## src/rtl/mips_muldiv_unit.sv

```systemverilog
// Iterative radix-2 multiply/divide unit with the MIPS HI/LO register pair.
// MULT/MULTU/DIV/DIVU take WIDTH+2 edges from accept to result (accept, WIDTH iterations, sign fix).
module mips_muldiv_unit #(
    parameter int WIDTH = 32,
    parameter int CNT_W = $clog2(WIDTH) + 1
) (
    input  logic             clk,
    input  logic             reset,
    input  logic             start,
    input  logic [1:0]       op,
    input  logic [WIDTH-1:0] a,
    input  logic [WIDTH-1:0] b,
    input  logic             hi_we,
    input  logic             lo_we,
    input  logic [WIDTH-1:0] wdata,
    output logic             busy,
    output logic             done,
    output logic             div_by_zero,
    output logic [WIDTH-1:0] hi,
    output logic [WIDTH-1:0] lo,
    output logic [1:0]       state_dbg
);

    localparam logic [1:0] S_IDLE = 2'd0;
    localparam logic [1:0] S_CALC = 2'd1;
    localparam logic [1:0] S_FIX  = 2'd2;

    // Handshake: start is taken only on an edge where busy=0; done pulses for
    // exactly one cycle once hi/lo carry the result, and that cycle may accept again.

    logic [1:0]         state_q, state_d;
    logic [CNT_W-1:0]   cnt_q, cnt_d;
    logic               is_div_q, is_div_d;
    logic               sign_pq_q, sign_pq_d;
    logic               sign_r_q, sign_r_d;
    logic [WIDTH-1:0]   opnd_q, opnd_d;
    logic [2*WIDTH-1:0] acc_q, acc_d;
    logic [WIDTH-1:0]   hi_q, hi_d;
    logic [WIDTH-1:0]   lo_q, lo_d;
    logic               done_q, done_d;
    logic               dbz_q, dbz_d;

    logic               signed_op;
    logic [WIDTH-1:0]   a_abs, b_abs;
    logic [WIDTH:0]     mul_sum;
    logic [WIDTH:0]     div_trial;
    logic [2*WIDTH-1:0] prod_fix;
    logic [WIDTH-1:0]   quot_fix, rem_fix;

    always_comb begin
        signed_op = ~op[0];
        a_abs     = (signed_op && a[WIDTH-1]) ? -a : a;
        b_abs     = (signed_op && b[WIDTH-1]) ? -b : b;

        // opnd_q is the multiplicand for multiply and the divisor for divide.
        mul_sum   = {1'b0, acc_q[2*WIDTH-1:WIDTH]} + (acc_q[0] ? {1'b0, opnd_q} : '0);
        div_trial = acc_q[2*WIDTH-1:WIDTH-1] - {1'b0, opnd_q};

        prod_fix  = sign_pq_q ? -acc_q : acc_q;
        quot_fix  = sign_pq_q ? -acc_q[WIDTH-1:0] : acc_q[WIDTH-1:0];
        rem_fix   = sign_r_q ? -acc_q[2*WIDTH-1:WIDTH] : acc_q[2*WIDTH-1:WIDTH];

        state_d   = state_q;
        cnt_d     = cnt_q;
        is_div_d  = is_div_q;
        sign_pq_d = sign_pq_q;
        sign_r_d  = sign_r_q;
        opnd_d    = opnd_q;
        acc_d     = acc_q;
        hi_d      = hi_q;
        lo_d      = lo_q;
        done_d    = 1'b0;
        dbz_d     = dbz_q;

        case (state_q)
            S_IDLE: begin
                if (start) begin
                    state_d   = S_CALC;
                    cnt_d     = '0;
                    is_div_d  = op[1];
                    sign_pq_d = signed_op & (a[WIDTH-1] ^ b[WIDTH-1]);
                    sign_r_d  = signed_op & a[WIDTH-1];
                    opnd_d    = op[1] ? b_abs : a_abs;
                    acc_d     = {{WIDTH{1'b0}}, (op[1] ? a_abs : b_abs)};
                    dbz_d     = 1'b0;
                end else begin
                    if (hi_we) hi_d = wdata;
                    if (lo_we) lo_d = wdata;
                end
            end
            S_CALC: begin
                if (is_div_q) begin
                    if (!div_trial[WIDTH])
                        acc_d = {div_trial[WIDTH-1:0], acc_q[WIDTH-2:0], 1'b1};
                    else
                        acc_d = {acc_q[2*WIDTH-2:WIDTH-1], acc_q[WIDTH-2:0], 1'b0};
                end else begin
                    acc_d = {mul_sum, acc_q[WIDTH-1:1]};
                end
                cnt_d = cnt_q + CNT_W'(1);
                if (cnt_q == CNT_W'(WIDTH - 1)) state_d = S_FIX;
            end
            S_FIX: begin
                // A zero divisor leaves |a| in the remainder, so the normal sign fix restores a.
                if (is_div_q) begin
                    hi_d  = rem_fix;
                    lo_d  = (opnd_q == '0) ? '1 : quot_fix;
                    dbz_d = (opnd_q == '0);
                end else begin
                    {hi_d, lo_d} = prod_fix;
                end
                done_d  = 1'b1;
                state_d = S_IDLE;
            end
            default: state_d = S_IDLE;
        endcase
    end

    always_ff @(posedge clk) begin
        if (reset) begin
            state_q   <= S_IDLE;
            cnt_q     <= '0;
            is_div_q  <= 1'b0;
            sign_pq_q <= 1'b0;
            sign_r_q  <= 1'b0;
            opnd_q    <= '0;
            acc_q     <= '0;
            hi_q      <= '0;
            lo_q      <= '0;
            done_q    <= 1'b0;
            dbz_q     <= 1'b0;
        end else begin
            state_q   <= state_d;
            cnt_q     <= cnt_d;
            is_div_q  <= is_div_d;
            sign_pq_q <= sign_pq_d;
            sign_r_q  <= sign_r_d;
            opnd_q    <= opnd_d;
            acc_q     <= acc_d;
            hi_q      <= hi_d;
            lo_q      <= lo_d;
            done_q    <= done_d;
            dbz_q     <= dbz_d;
        end
    end

    assign busy        = (state_q != S_IDLE);
    assign done        = done_q;
    assign div_by_zero = dbz_q;
    assign hi          = hi_q;
    assign lo          = lo_q;
    assign state_dbg   = state_q;

endmodule
```

## config.mk

```make
export PLATFORM = sky130hd
export DESIGN_NAME = mips_muldiv_unit
export DESIGN_NICKNAME = d
export VERILOG_FILES = /design/src/rtl/mips_muldiv_unit.sv
export SDC_FILE = /design/constraint.sdc
export NUM_CORES = 1
export LEC_CHECK = 0
export CELL_PAD_IN_SITES_DETAIL_PLACEMENT = 0
export CELL_PAD_IN_SITES_GLOBAL_PLACEMENT = 1
export CORE_ASPECT_RATIO = 0.75
export CORE_MARGIN = 2
export CORE_UTILIZATION = 46
export CTS_CLUSTER_SIZE = 14
export DETAILED_ROUTE_END_ITERATION = 16
export PLACE_DENSITY = 0.87
export SETUP_SLACK_MARGIN = 0.3
export SLEW_MARGIN = 20
export SYNTH_ARGS = -nofsm -noshare
export SYNTH_HDL_FRONTEND = slang
export SYNTH_SLANG_ARGS = --single-unit
```

## constraint.sdc

```tcl
create_clock -name clk -period 5.2 [get_ports clk]
set_input_delay 1.04 -clock clk [delete_from_list [all_inputs] [get_ports clk]]
set_output_delay 1.04 -clock clk [all_outputs]
set_load 0.05 [all_outputs]
```

* Yosys cells after proc, flatten, opt, wreduce, memory -nomap -nowiden
Cells that the tools add are included.
** Word-level totals
- Register bits after elaboration :: 173
- Bits of input ports :: 103
- Output and inout bits :: 69
- Word-level logic and storage cells :: 75
** Operators by class
- Add/sub/neg operators :: 8
- Equal/unequal tests :: 9
- Muxes and demuxes :: 30
- Bitwise operators :: 4
- Reductions and logical operators :: 13
** Operators with widths (number)
- 32-bit two-way mux :: 14
- 64-bit two-way mux :: 4
- 32-bit negation :: 4
- 32-bit case mux with 2 select lines :: 2
- 64-bit case mux with 2 select lines :: 1
- 64-bit negation :: 1
- 32-bit by 32-bit adder with 33-bit output :: 1
- 33-bit by 32-bit subtractor with 33-bit output :: 1
- 32-bit logical NOT :: 1
- 2-bit != test (second input constant) :: 6
- 6-bit case mux with 2 select lines :: 1
- 3-bit AND reduction :: 3
- 6-bit by 1-bit adder with 6-bit output (second input constant) :: 1
- 6-bit by 5-bit == test with 1-bit output (second input constant) :: 1
- 6-bit two-way mux :: 1
- 2-bit AND reduction :: 3
- 2-bit nonzero test :: 3
- 2-bit two-way mux :: 2
- 2-bit case mux with 2 select lines :: 1
- 1-bit two-way mux :: 3
- 1-bit bitwise AND :: 2
- 2-bit by 1-bit == test with 1-bit output (second input constant) :: 1
- 2-bit == test (second input constant) :: 1
- 1-bit logical AND :: 2
- 4 further kinds :: 4

* Longest topological paths before layout
Gate-level depths: netlist of the first run.
- Word-level depth :: 6
- Mapped depth :: 15
- Mapped depth without buffers :: 13

* Worst setup path before layout of the first run
OpenSTA, ideal clock, no wires.
- Path kind :: input to register
- Start point :: input a[11]
- End point :: register acc_q[29]
- Data arrival time :: 3.553 ns
- Data required time :: 5.063 ns
- Setup slack :: 1.510 ns
- Cell stages on the path :: 9
- Path buffers :: 0
- Cells stage by stage :: or4_1 or4_1 nor4_1 nand2_1 o41ai_1 xor2_1 o22ai_1 a211oi_1 a211oi_1
** Between the ends
- Word-level cells in the longest chain between the ends :: 5
** RTL lines
- start, declared :: RTL line 11 : input logic [WIDTH-1:0] a,
- 32-bit negation :: RTL line 52 : a_abs = (signed_op && a[WIDTH-1]) ? -a : a;
- 32-bit two-way mux :: RTL line 52
- 32-bit two-way mux :: RTL line 84 : acc_d = {{WIDTH{1'b0}}, (op[1] ? a_abs : b_abs)};
- 64-bit two-way mux :: RTL line 77 : if (start) begin
- 64-bit case mux with 2 select lines :: RTL line 75 : case (state_q)
- end signal, assigned :: RTL line 127 : acc_q <= '0;
- end signal, assigned :: RTL line 139 : acc_q <= acc_d;
- end, declared :: RTL line 37 : logic [2*WIDTH-1:0] acc_q, acc_d;
Every way passes these cells. The select of a mux whose other input is x is not followed.
A chain may end at the register's enable or synchronous reset.

* Final worst setup path of the first run
- Start point :: input b[3]
- End point :: register opnd_q[24]
** Between the ends
- Word-level cells in the longest chain between the ends :: 3
** RTL lines
- start, declared :: RTL line 12 : input logic [WIDTH-1:0] b,
- 32-bit negation :: RTL line 53 : b_abs = (signed_op && b[WIDTH-1]) ? -b : b;
- 32-bit two-way mux :: RTL line 53
- 32-bit two-way mux :: RTL line 83 : opnd_d = op[1] ? b_abs : a_abs;
- end signal, assigned :: RTL line 138 : opnd_q <= opnd_d;
- end, declared :: RTL line 36 : logic [WIDTH-1:0] opnd_q, opnd_d;
Every way passes these cells.

==> run_summary.xml, run 1 <==
<?xml version="1.0" encoding="UTF-8"?>
<metrics>
  <group name="layout">
    <metric name="sequential_cell_area" unit="µm²">3460</metric>
    <metric name="nets_final" unit="">2195</metric>
    <metric name="antenna_cells" unit="">0</metric>
    <metric name="share_of_layout_cells_above_drive_strength_1" unit="">0.0585</metric>
    <metric name="area_of_the_multi_input_gates" unit="µm²">10300</metric>
    <metric name="synthToLayoutAreaGrowth" unit="%">17.9</metric>
    <metric name="layout.filler_cells" unit="">3001</metric>
    <metric name="post-route-util" unit="">0.550</metric>
    <metric name="finish.cell_count_without_fillers" unit="">2439</metric>
    <metric name="design_area" unit="µm²">17100</metric>
  </group>
  <group name="flow_run">
    <metric name="cap_viol_max_count" unit="">0</metric>
  </group>
  <group name="clocking">
    <metric name="cts_hold_buf" unit="">0</metric>
    <metric name="h-tree-depth" unit="">4</metric>
    <metric name="clk_transition_reported_paths" unit="ns">0.07</metric>
    <metric name="cts_num_sinks" unit="">173</metric>
    <metric name="post_cts_resized" unit="">0</metric>
    <metric name="tritoncts" unit="">built</metric>
    <metric name="cts_buf_count" unit="">17</metric>
    <metric name="worst_skew_pair.late_latency" unit="ns">0.45</metric>
    <metric name="cts-root-to-sink-buffers" unit="">2</metric>
    <metric name="post-cts-setup-buffers" unit="">0</metric>
    <metric name="clock_tree.root_cell" unit="">sky130_fd_sc_hd__clkbuf_16</metric>
  </group>
  <group name="synthesis">
    <metric name="netlist_area" unit="µm²">14500</metric>
    <metric name="syn-mean-instance-area" unit="µm²">7.53</metric>
    <metric name="yosys_warnings" unit="">0</metric>
    <metric name="compound_gate_portion_of_the_synthesized_area" unit="">0.286</metric>
    <metric name="synth_adder_area_share" unit="">0.0622</metric>
    <metric name="ys_async_sr_fraction" unit="">0</metric>
    <metric name="synth.lib_cells_used.distinct" unit="">78</metric>
    <metric name="synthMuxAreaShare" unit="">0.0641</metric>
    <metric name="synth-simple-area-share" unit="">0.194</metric>
    <metric name="synth_seq_area_share" unit="">0.238</metric>
    <metric name="ys.flop_type" unit="">sky130_fd_sc_hd__dfxtp_1</metric>
    <metric name="synth_edf_count" unit="">0</metric>
    <metric name="synth_top_family_by_area" unit="">compound AO/OA/AOI/OAI gates</metric>
    <metric name="synth_xor_area_frac" unit="">0.101</metric>
    <metric name="netlist_instances" unit="">1929</metric>
    <metric name="synth.net_count" unit="">2103</metric>
    <metric name="ys_ff_latch" unit="">173</metric>
  </group>
  <group name="grt">
    <metric name="grt_overflow_total" unit="">0</metric>
    <metric name="first_global_vias" unit="">13900</metric>
    <metric name="grt.total_usage" unit="">0.327</metric>
    <metric name="grt_max_degree" unit="">65</metric>
    <metric name="grt_pass1_wl" unit="µm">83800</metric>
    <metric name="antenna_found_initial" unit="">0</metric>
  </group>
  <group name="pwr">
    <metric name="peakVddDrop" unit="V">0.000195</metric>
    <metric name="cellLeakagePower" unit="nW">6.62</metric>
    <metric name="power.density" unit="nW/µm²">253</metric>
  </group>
  <group name="die">
    <metric name="die_footprint" unit="µm²">33000</metric>
    <metric name="start_util" unit="">0.466</metric>
    <metric name="placeable_core_area" unit="µm²">31200</metric>
    <metric name="die_height" unit="µm">158</metric>
    <metric name="chipWidth" unit="µm">209</metric>
    <metric name="ios" unit="">172</metric>
    <metric name="rows" unit="">56</metric>
  </group>
  <group name="timing">
    <metric name="maxClockFrequency" unit="GHz">0.235</metric>
    <metric name="period_share" unit="">0.817</metric>
    <metric name="period_needed" unit="ns">4.25</metric>
    <metric name="finalSetupViolations" unit="">0</metric>
    <metric name="hold_violation_total_from_the_final_report" unit="">0</metric>
    <metric name="fin_skew" unit="ns">0.0188</metric>
    <metric name="setup_repair_after_global_routing_missed_its_margin" unit="">no</metric>
    <metric name="max_slew.worst_pin.slew" unit="ns">1.00</metric>
    <metric name="final-max-slew-violation-count" unit="">0</metric>
    <metric name="max-slew-margin-rel" unit="">0.331</metric>
    <metric name="setup_total_negative_slack" unit="ns">0</metric>
  </group>
  <group name="critical_path">
    <metric name="timing.setup.critical_path_class" unit="">input pin to flip-flop</metric>
    <metric name="crit_path_end_kind" unit="">flip-flop</metric>
    <metric name="critical_path_launch_point_type" unit="">input pin</metric>
    <metric name="critical_path.max_fanout" unit="">7</metric>
    <metric name="worst-endpoint-required" unit="ns">5.53</metric>
    <metric name="slowest_delay" unit="ns">0.68</metric>
    <metric name="worstPathCellList" unit="">clkdlybuf4s50_1 &gt; or4_1 &gt; nor4_1 &gt; and2_1 &gt; nor3b_1 &gt; a21oi_1 &gt; xnor2_1 &gt; nand2_1 &gt; a32o_1</metric>
    <metric name="worst_ep_arrival_time" unit="ns">4.58</metric>
    <metric name="crit_path_top_delay_cell" unit="">sky130_fd_sc_hd__or4_1</metric>
  </group>
  <group name="detailed_routing">
    <metric name="totalWireLength" unit="µm">54700</metric>
    <metric name="vias_after_detailed_routing" unit="">15400</metric>
    <metric name="post_drt_via_cell_ratio" unit="">6.30</metric>
    <metric name="post-route-drc-count" unit="">0</metric>
    <metric name="final_antenna_net_count" unit="">0</metric>
    <metric name="drt-initial-drc-count" unit="">1772</metric>
    <metric name="post_drt_wl_per_cell" unit="µm">22.4</metric>
    <metric name="firstDrtPassIters" unit="">5</metric>
  </group>
  <group name="placed_design">
    <metric name="buffer_ports.inserted" unit="">171</metric>
    <metric name="placed_cells_incl_taps" unit="">2408</metric>
    <metric name="detail_placement_hpwl" unit="µm">42600</metric>
    <metric name="gp_congestion" unit="">0.984</metric>
    <metric name="detailed_place.area" unit="µm²">16500</metric>
  </group>
  <group name="min_path">
    <metric name="timing.hold.worst.class" unit="">flip-flop to flip-flop</metric>
  </group>
  <group name="status">
    <metric name="status" unit="">completed</metric>
  </group>
</metrics>
-- layer usage --
layer,track usage,vias to the layer above,routed length [µm]
li1,-,7264,-
met3,0.0714,55,5680
met4,0.0765,0,916
met5,0,-,0
met1,0.491,7289,25800
met2,0.469,764,22200
-- worst max-delay path, delay by kind of cell --
family | cells | cell delay [ns]
buffers and inverters | 1 | 0.47
AO/OA/AOI/OAI | 2 | 0.45
AND/OR/NAND/NOR | 5 | 2.37
XOR/XNOR | 1 | 0.25
-- Yosys cell counts (13+ instances only) --
master | n | area, µm²
sky130_fd_sc_hd__nand3_1 | 29 | 145
sky130_fd_sc_hd__nor4_1 | 23 | 144
sky130_fd_sc_hd__a21o_1 | 31 | 233
sky130_fd_sc_hd__o211ai_1 | 31 | 233
sky130_fd_sc_hd__ha_1 | 69 | 863
sky130_fd_sc_hd__o21ai_0 | 93 | 465
sky130_fd_sc_hd__a22oi_1 | 24 | 180
sky130_fd_sc_hd__clkbuf_1 | 117 | 439
sky130_fd_sc_hd__nand2_1 | 159 | 597
sky130_fd_sc_hd__inv_1 | 67 | 251
sky130_fd_sc_hd__xor2_1 | 56 | 490
sky130_fd_sc_hd__a21oi_1 | 180 | 901
sky130_fd_sc_hd__dfxtp_1 | 173 | 3460
sky130_fd_sc_hd__or3_1 | 16 | 100
sky130_fd_sc_hd__nor2_1 | 203 | 762
sky130_fd_sc_hd__xnor2_1 | 111 | 972
sky130_fd_sc_hd__nor2b_1 | 19 | 119
sky130_fd_sc_hd__a31oi_1 | 22 | 138
sky130_fd_sc_hd__nor3_1 | 56 | 280
sky130_fd_sc_hd__nand4_1 | 16 | 100
sky130_fd_sc_hd__o221ai_1 | 30 | 263
sky130_fd_sc_hd__o31ai_1 | 15 | 113
sky130_fd_sc_hd__a211oi_1 | 90 | 676
sky130_fd_sc_hd__nand2b_1 | 18 | 113
sky130_fd_sc_hd__o41ai_1 | 15 | 131
sky130_fd_sc_hd__mux2i_1 | 83 | 831
sky130_fd_sc_hd__or2_2 | 13 | 81.3
-- per-stage QoR --
stage | total power [mW] | setup WS (ns) | hold slack (ns)
after global placement | 2.97 | 0.700 | 0.439
after floorplan | 2.51 | 1.51 | 0.432
after global routing | 4.51 | 0.684 | 0.470
after detailed placement | 2.99 | 0.625 | 0.444
after CTS | 4.30 | 1.09 | 0.454
final | 4.33 | 0.950 | 0.449
-- cell usage in the layout, fill, tap and decap left out, types with 54 or more instances in the layout --
master and instances:
sky130_fd_sc_hd__a21oi_1 180, sky130_fd_sc_hd__nor3_1 54, sky130_fd_sc_hd__ha_1 69, sky130_fd_sc_hd__nor2_1 202
sky130_fd_sc_hd__o21ai_0 93, sky130_fd_sc_hd__inv_1 67, sky130_fd_sc_hd__clkdlybuf4s50_1 169, sky130_fd_sc_hd__xnor2_1 110
sky130_fd_sc_hd__mux2i_1 83, sky130_fd_sc_hd__dfxtp_1 172, sky130_fd_sc_hd__xor2_1 56, sky130_fd_sc_hd__nand2_1 158
sky130_fd_sc_hd__a211oi_1 90
-- registers in the layout (all words and copies together), names as in the netlist --
signal and cells:
acc_q 64, hi 32, lo 32, opnd_q 32
cnt_q 6, state_dbg 2, div_by_zero 1, done 1
is_div_q 1, sign_pq_q 1, sign_r_q 1
-- power breakdown --
part	switching (mW)	internal, mW
combinational	0.886	0.578
sequential	0.129	1.40
clock	0.644	0.687
-- final timing paths --
kind | startpoint | cells past startpoint | slack (ns) | end
worst max-delay path | b[3] | 9 | 0.95 | opnd_q[24]
worst max register to register | acc_q[31] | 13 | 1.45 | acc_q[45]
worst min register to register | lo[22] | 2 | 0.45 | lo[22]
worst min-delay path | lo[22] | 2 | 0.45 | lo[22]
-- kinds of logic after synthesis --
kind of cell    Yosys count
buf+inv                 202
compound gates          623
xor+xnor                167
simple gates            601
mux                      92
fa+ha+maj                71
flops                   173
-- area by class of cell --
| class | instances | area share |
|---|---|---|
| Inverter | 68 | 0.0149 |
| Clock inverter | 14 | 0.0102 |
| Clock buffer | 17 | 0.0248 |
| Timing Repair Buffer | 207 | 0.115 |
| Tap cell | 406 | 0.0296 |
| Multi-Input combinational cell | 1554 | 0.603 |
| Sequential cell | 173 | 0.202 |
Note: power is estimated with default switching activity, not from simulation.
==> inputs of run 2 (changes only) <==
--- a/config.mk
+++ b/config.mk
@@ -9,10 +9,10 @@
 export CELL_PAD_IN_SITES_GLOBAL_PLACEMENT = 1
 export CORE_ASPECT_RATIO = 0.75
 export CORE_MARGIN = 2
-export CORE_UTILIZATION = 46
+export CORE_UTILIZATION = 38
 export CTS_CLUSTER_SIZE = 14
 export DETAILED_ROUTE_END_ITERATION = 16
-export PLACE_DENSITY = 0.87
+export PLACE_DENSITY = 0.77
 export SETUP_SLACK_MARGIN = 0.3
 export SLEW_MARGIN = 20
 export SYNTH_ARGS = -nofsm -noshare
==> constraint.sdc (replaced) <==
create_clock -name clk -period 3.7 [get_ports clk]
set_input_delay 0.74 -clock clk [delete_from_list [all_inputs] [get_ports clk]]
set_output_delay 0.74 -clock clk [all_outputs]
set_load 0.05 [all_outputs]
==> run 2 against run 1 <==
  * Register-to-register slack lost 0.99 ns
  * Setup slack lost 0.51 ns
  * Non-clock buffer count up 103
  * Combinational power up 60%
  * Die area increased by 21%
  * Design area increased by 6.3%
  * Critical endpoint is now acc_q[27]
  * Largest cell class unchanged
  * Largest power group is now combinational cells
==> run_summary.xml, run 2 (synthesized netlist as in run 1, its figures left out) <==
<?xml version="1.0" encoding="UTF-8"?>
<metrics>
  <group name="die">
    <metric name="rows" unit="">62</metric>
    <metric name="die_height" unit="µm">173</metric>
    <metric name="chipWidth" unit="µm">230</metric>
    <metric name="ios" unit="">172</metric>
    <metric name="die_footprint" unit="µm²">39800</metric>
    <metric name="start_util" unit="">0.382</metric>
    <metric name="placeable_core_area" unit="µm²">38000</metric>
  </group>
  <group name="timing">
    <metric name="final.setup.worst_slack" unit="ns">0.445</metric>
    <metric name="max-slew-margin-rel" unit="">0.386</metric>
    <metric name="period_needed" unit="ns">3.26</metric>
    <metric name="fin_skew" unit="ns">0.0167</metric>
    <metric name="setup_repair_after_global_routing_missed_its_margin" unit="">no</metric>
    <metric name="maxClockFrequency" unit="GHz">0.307</metric>
    <metric name="max_slew.worst_pin.slew" unit="ns">0.920</metric>
    <metric name="setup_total_negative_slack" unit="ns">0</metric>
    <metric name="finalSetupViolations" unit="">0</metric>
    <metric name="final-max-slew-violation-count" unit="">0</metric>
    <metric name="period_share" unit="">0.880</metric>
    <metric name="hold_violation_total_from_the_final_report" unit="">0</metric>
  </group>
  <group name="layout">
    <metric name="design_area" unit="µm²">18200</metric>
    <metric name="share_of_layout_cells_above_drive_strength_1" unit="">0.116</metric>
    <metric name="flip_flop_count_of_the_largest_register_all_copies_and_words_added" unit="">64</metric>
    <metric name="layout.filler_cells" unit="">3791</metric>
    <metric name="max_flop_register" unit="">acc_q</metric>
    <metric name="layout_common_cells" unit="">203 x sky130_fd_sc_hd__nor2_1, 174 x sky130_fd_sc_hd__a21oi_1, 170 x sky130_fd_sc_hd__dfxtp_1, 169 x sky130_fd_sc_hd__clkdlybuf4s50_1, 158 x sky130_fd_sc_hd__nand2_1</metric>
    <metric name="nets_final" unit="">2299</metric>
    <metric name="antenna_cells" unit="">0</metric>
    <metric name="layout_commonest_cell" unit="">sky130_fd_sc_hd__nor2_1</metric>
    <metric name="synthToLayoutAreaGrowth" unit="%">25.3</metric>
  </group>
  <group name="critical_path">
    <metric name="worstPathCellList" unit="">clkdlybuf4s50_1 &gt; or4_1 &gt; or4_4 &gt; nor4_2 &gt; nand2_1 &gt; buf_4 &gt; o21ai_0 &gt; xor2_1 &gt; mux2i_1 &gt; a221o_1</metric>
    <metric name="crit_path_end_kind" unit="">flip-flop</metric>
    <metric name="slowest_delay" unit="ns">0.57</metric>
    <metric name="worst_ep_arrival_time" unit="ns">3.60</metric>
    <metric name="critical_path.max_fanout" unit="">3</metric>
    <metric name="crit_path_top_delay_cell" unit="">sky130_fd_sc_hd__or4_1</metric>
    <metric name="timing.setup.critical_path_class" unit="">input pin to flip-flop</metric>
    <metric name="worst-endpoint-required" unit="ns">4.04</metric>
    <metric name="rrSetupSlack" unit="ns">0.46</metric>
    <metric name="critical_path_launch_point_type" unit="">input pin</metric>
  </group>
  <group name="detailed_routing">
    <metric name="post-route-drc-count" unit="">0</metric>
    <metric name="post_drt_via_cell_ratio" unit="">5.91</metric>
    <metric name="post_drt_wl_per_cell" unit="µm">22.2</metric>
    <metric name="vias_after_detailed_routing" unit="">15600</metric>
    <metric name="totalWireLength" unit="µm">58900</metric>
    <metric name="final_antenna_net_count" unit="">0</metric>
    <metric name="firstDrtPassIters" unit="">8</metric>
    <metric name="drt-initial-drc-count" unit="">1841</metric>
  </group>
  <group name="placed_design">
    <metric name="detail_placement_hpwl" unit="µm">46900</metric>
    <metric name="gp_congestion" unit="">0.958</metric>
    <metric name="detailed_place.area" unit="µm²">17400</metric>
    <metric name="buffer_ports.inserted" unit="">171</metric>
    <metric name="detailedPlace.worstSlack" unit="ns">-0.140</metric>
  </group>
  <group name="pwr">
    <metric name="post-layout-total-power" unit="mW">6.24</metric>
    <metric name="clockPowerShare" unit="">0.291</metric>
    <metric name="power.density" unit="nW/µm²">343</metric>
    <metric name="cellLeakagePower" unit="nW">7.19</metric>
    <metric name="peakVddDrop" unit="V">0.000299</metric>
    <metric name="switchingPower" unit="mW">2.43</metric>
    <metric name="seq_power_share" unit="">0.335</metric>
    <metric name="cellInternalPower" unit="mW">3.82</metric>
    <metric name="power.combinational.fraction" unit="">0.374</metric>
    <metric name="power.share.switching" unit="">0.389</metric>
  </group>
  <group name="grt">
    <metric name="antenna_found_initial" unit="">2</metric>
    <metric name="grt_max_degree" unit="">99</metric>
    <metric name="first_global_vias" unit="">14500</metric>
    <metric name="grt_overflow_total" unit="">0</metric>
    <metric name="grt.total_usage" unit="">0.287</metric>
    <metric name="grt_pass1_wl" unit="µm">88500</metric>
  </group>
  <group name="clocking">
    <metric name="clk_transition_reported_paths" unit="ns">0.07</metric>
    <metric name="cts_hold_buf" unit="">0</metric>
    <metric name="tritoncts" unit="">built</metric>
    <metric name="clock_tree.root_cell" unit="">sky130_fd_sc_hd__clkbuf_16</metric>
    <metric name="cts-root-to-sink-buffers" unit="">2</metric>
    <metric name="cts_buf_count" unit="">17</metric>
    <metric name="cts_num_sinks" unit="">173</metric>
    <metric name="h-tree-depth" unit="">4</metric>
    <metric name="worst_skew_pair.late_latency" unit="ns">0.47</metric>
  </group>
  <group name="status">
    <metric name="status" unit="">completed</metric>
  </group>
  <group name="min_path">
    <metric name="timing.hold.worst.class" unit="">flip-flop to flip-flop</metric>
  </group>
  <group name="flow_run">
    <metric name="cap_viol_max_count" unit="">0</metric>
  </group>
</metrics>
[run 2: final timing paths]
check,start,cells after the start,end
max,a[11],10,acc_q[27]
min,lo[3],2,lo[3]
max reg2reg,acc_q[0],15,acc_q[62]
min reg2reg,lo[3],2,lo[3]
[run 2: cell type report]
| class | count | area [µm²] | share of cell area |
|---|---|---|---|
| Multi-Input combinational cell | 1554 | 10400 | 0.573 |
| Sequential cell | 173 | 3470 | 0.191 |
| Timing Repair Buffer | 310 | 2830 | 0.155 |
| Tap cell | 512 | 641 | 0.0352 |
| Clock buffer | 18 | 439 | 0.0241 |
| Inverter | 68 | 259 | 0.0142 |
| Clock inverter | 14 | 130 | 0.00715 |
| Timing Repair inverter | 1 | 7.51 | 0.000412 |
[run 2: power groups by stage]
stage,logic [mW],registers [mW],clock network [mW]
after global routing,2.50,2.10,1.91
after CTS,2.25,2.09,1.83
after floorplan,1.31,2.21,0
after global placement,2.22,2.13,0
after detailed placement,2.24,2.13,0
final,2.33,2.09,1.82
[run 2: what timing repair did]
action                                  4_1_cts  5_1_grt
buffers inserted                              2        5
endpoints found under the setup margin        8       37
cloned                                        0        1
gates resized for setup                       5       35
pin swaps                                     0       10
[run 2: metal layers]
| metal | track usage | vias up | share of wire |
|---|---|---|---|
| met1 | 0.437 | 7423 | 0.48 |
| li1 | - | 7485 | - |
| met5 | 0 | - | 0 |
| met2 | 0.401 | 690 | 0.40 |
| met4 | 0.0575 | 0 | 0.013 |
| met3 | 0.0748 | 51 | 0.10 |
[run 2: worst max-delay path, delay by kind of cell]
| kind | cells | cell delay (ns) |
|---|---|---|
| AOI/OAI and AO/OA | 2 | 0.49 |
| buffers and inverters | 2 | 0.57 |
| xor gates and xnor gates | 1 | 0.21 |
| and+or+nand+nor | 4 | 1.47 |
| muxes | 1 | 0.11 |
[run 2: metrics by stage]
| stage | cells | hold slack (ns) | util |
|---|---|---|---|
| after floorplan | 1929 | 0.432 | - |
| after global placement | 2610 | 0.441 | 0.459 |
| after detailed placement | 2610 | 0.446 | 0.459 |
| after CTS | 2644 | 0.456 | 0.474 |
| after global routing | 2650 | 0.471 | 0.479 |
| final | 2650 | 0.453 | 0.479 |
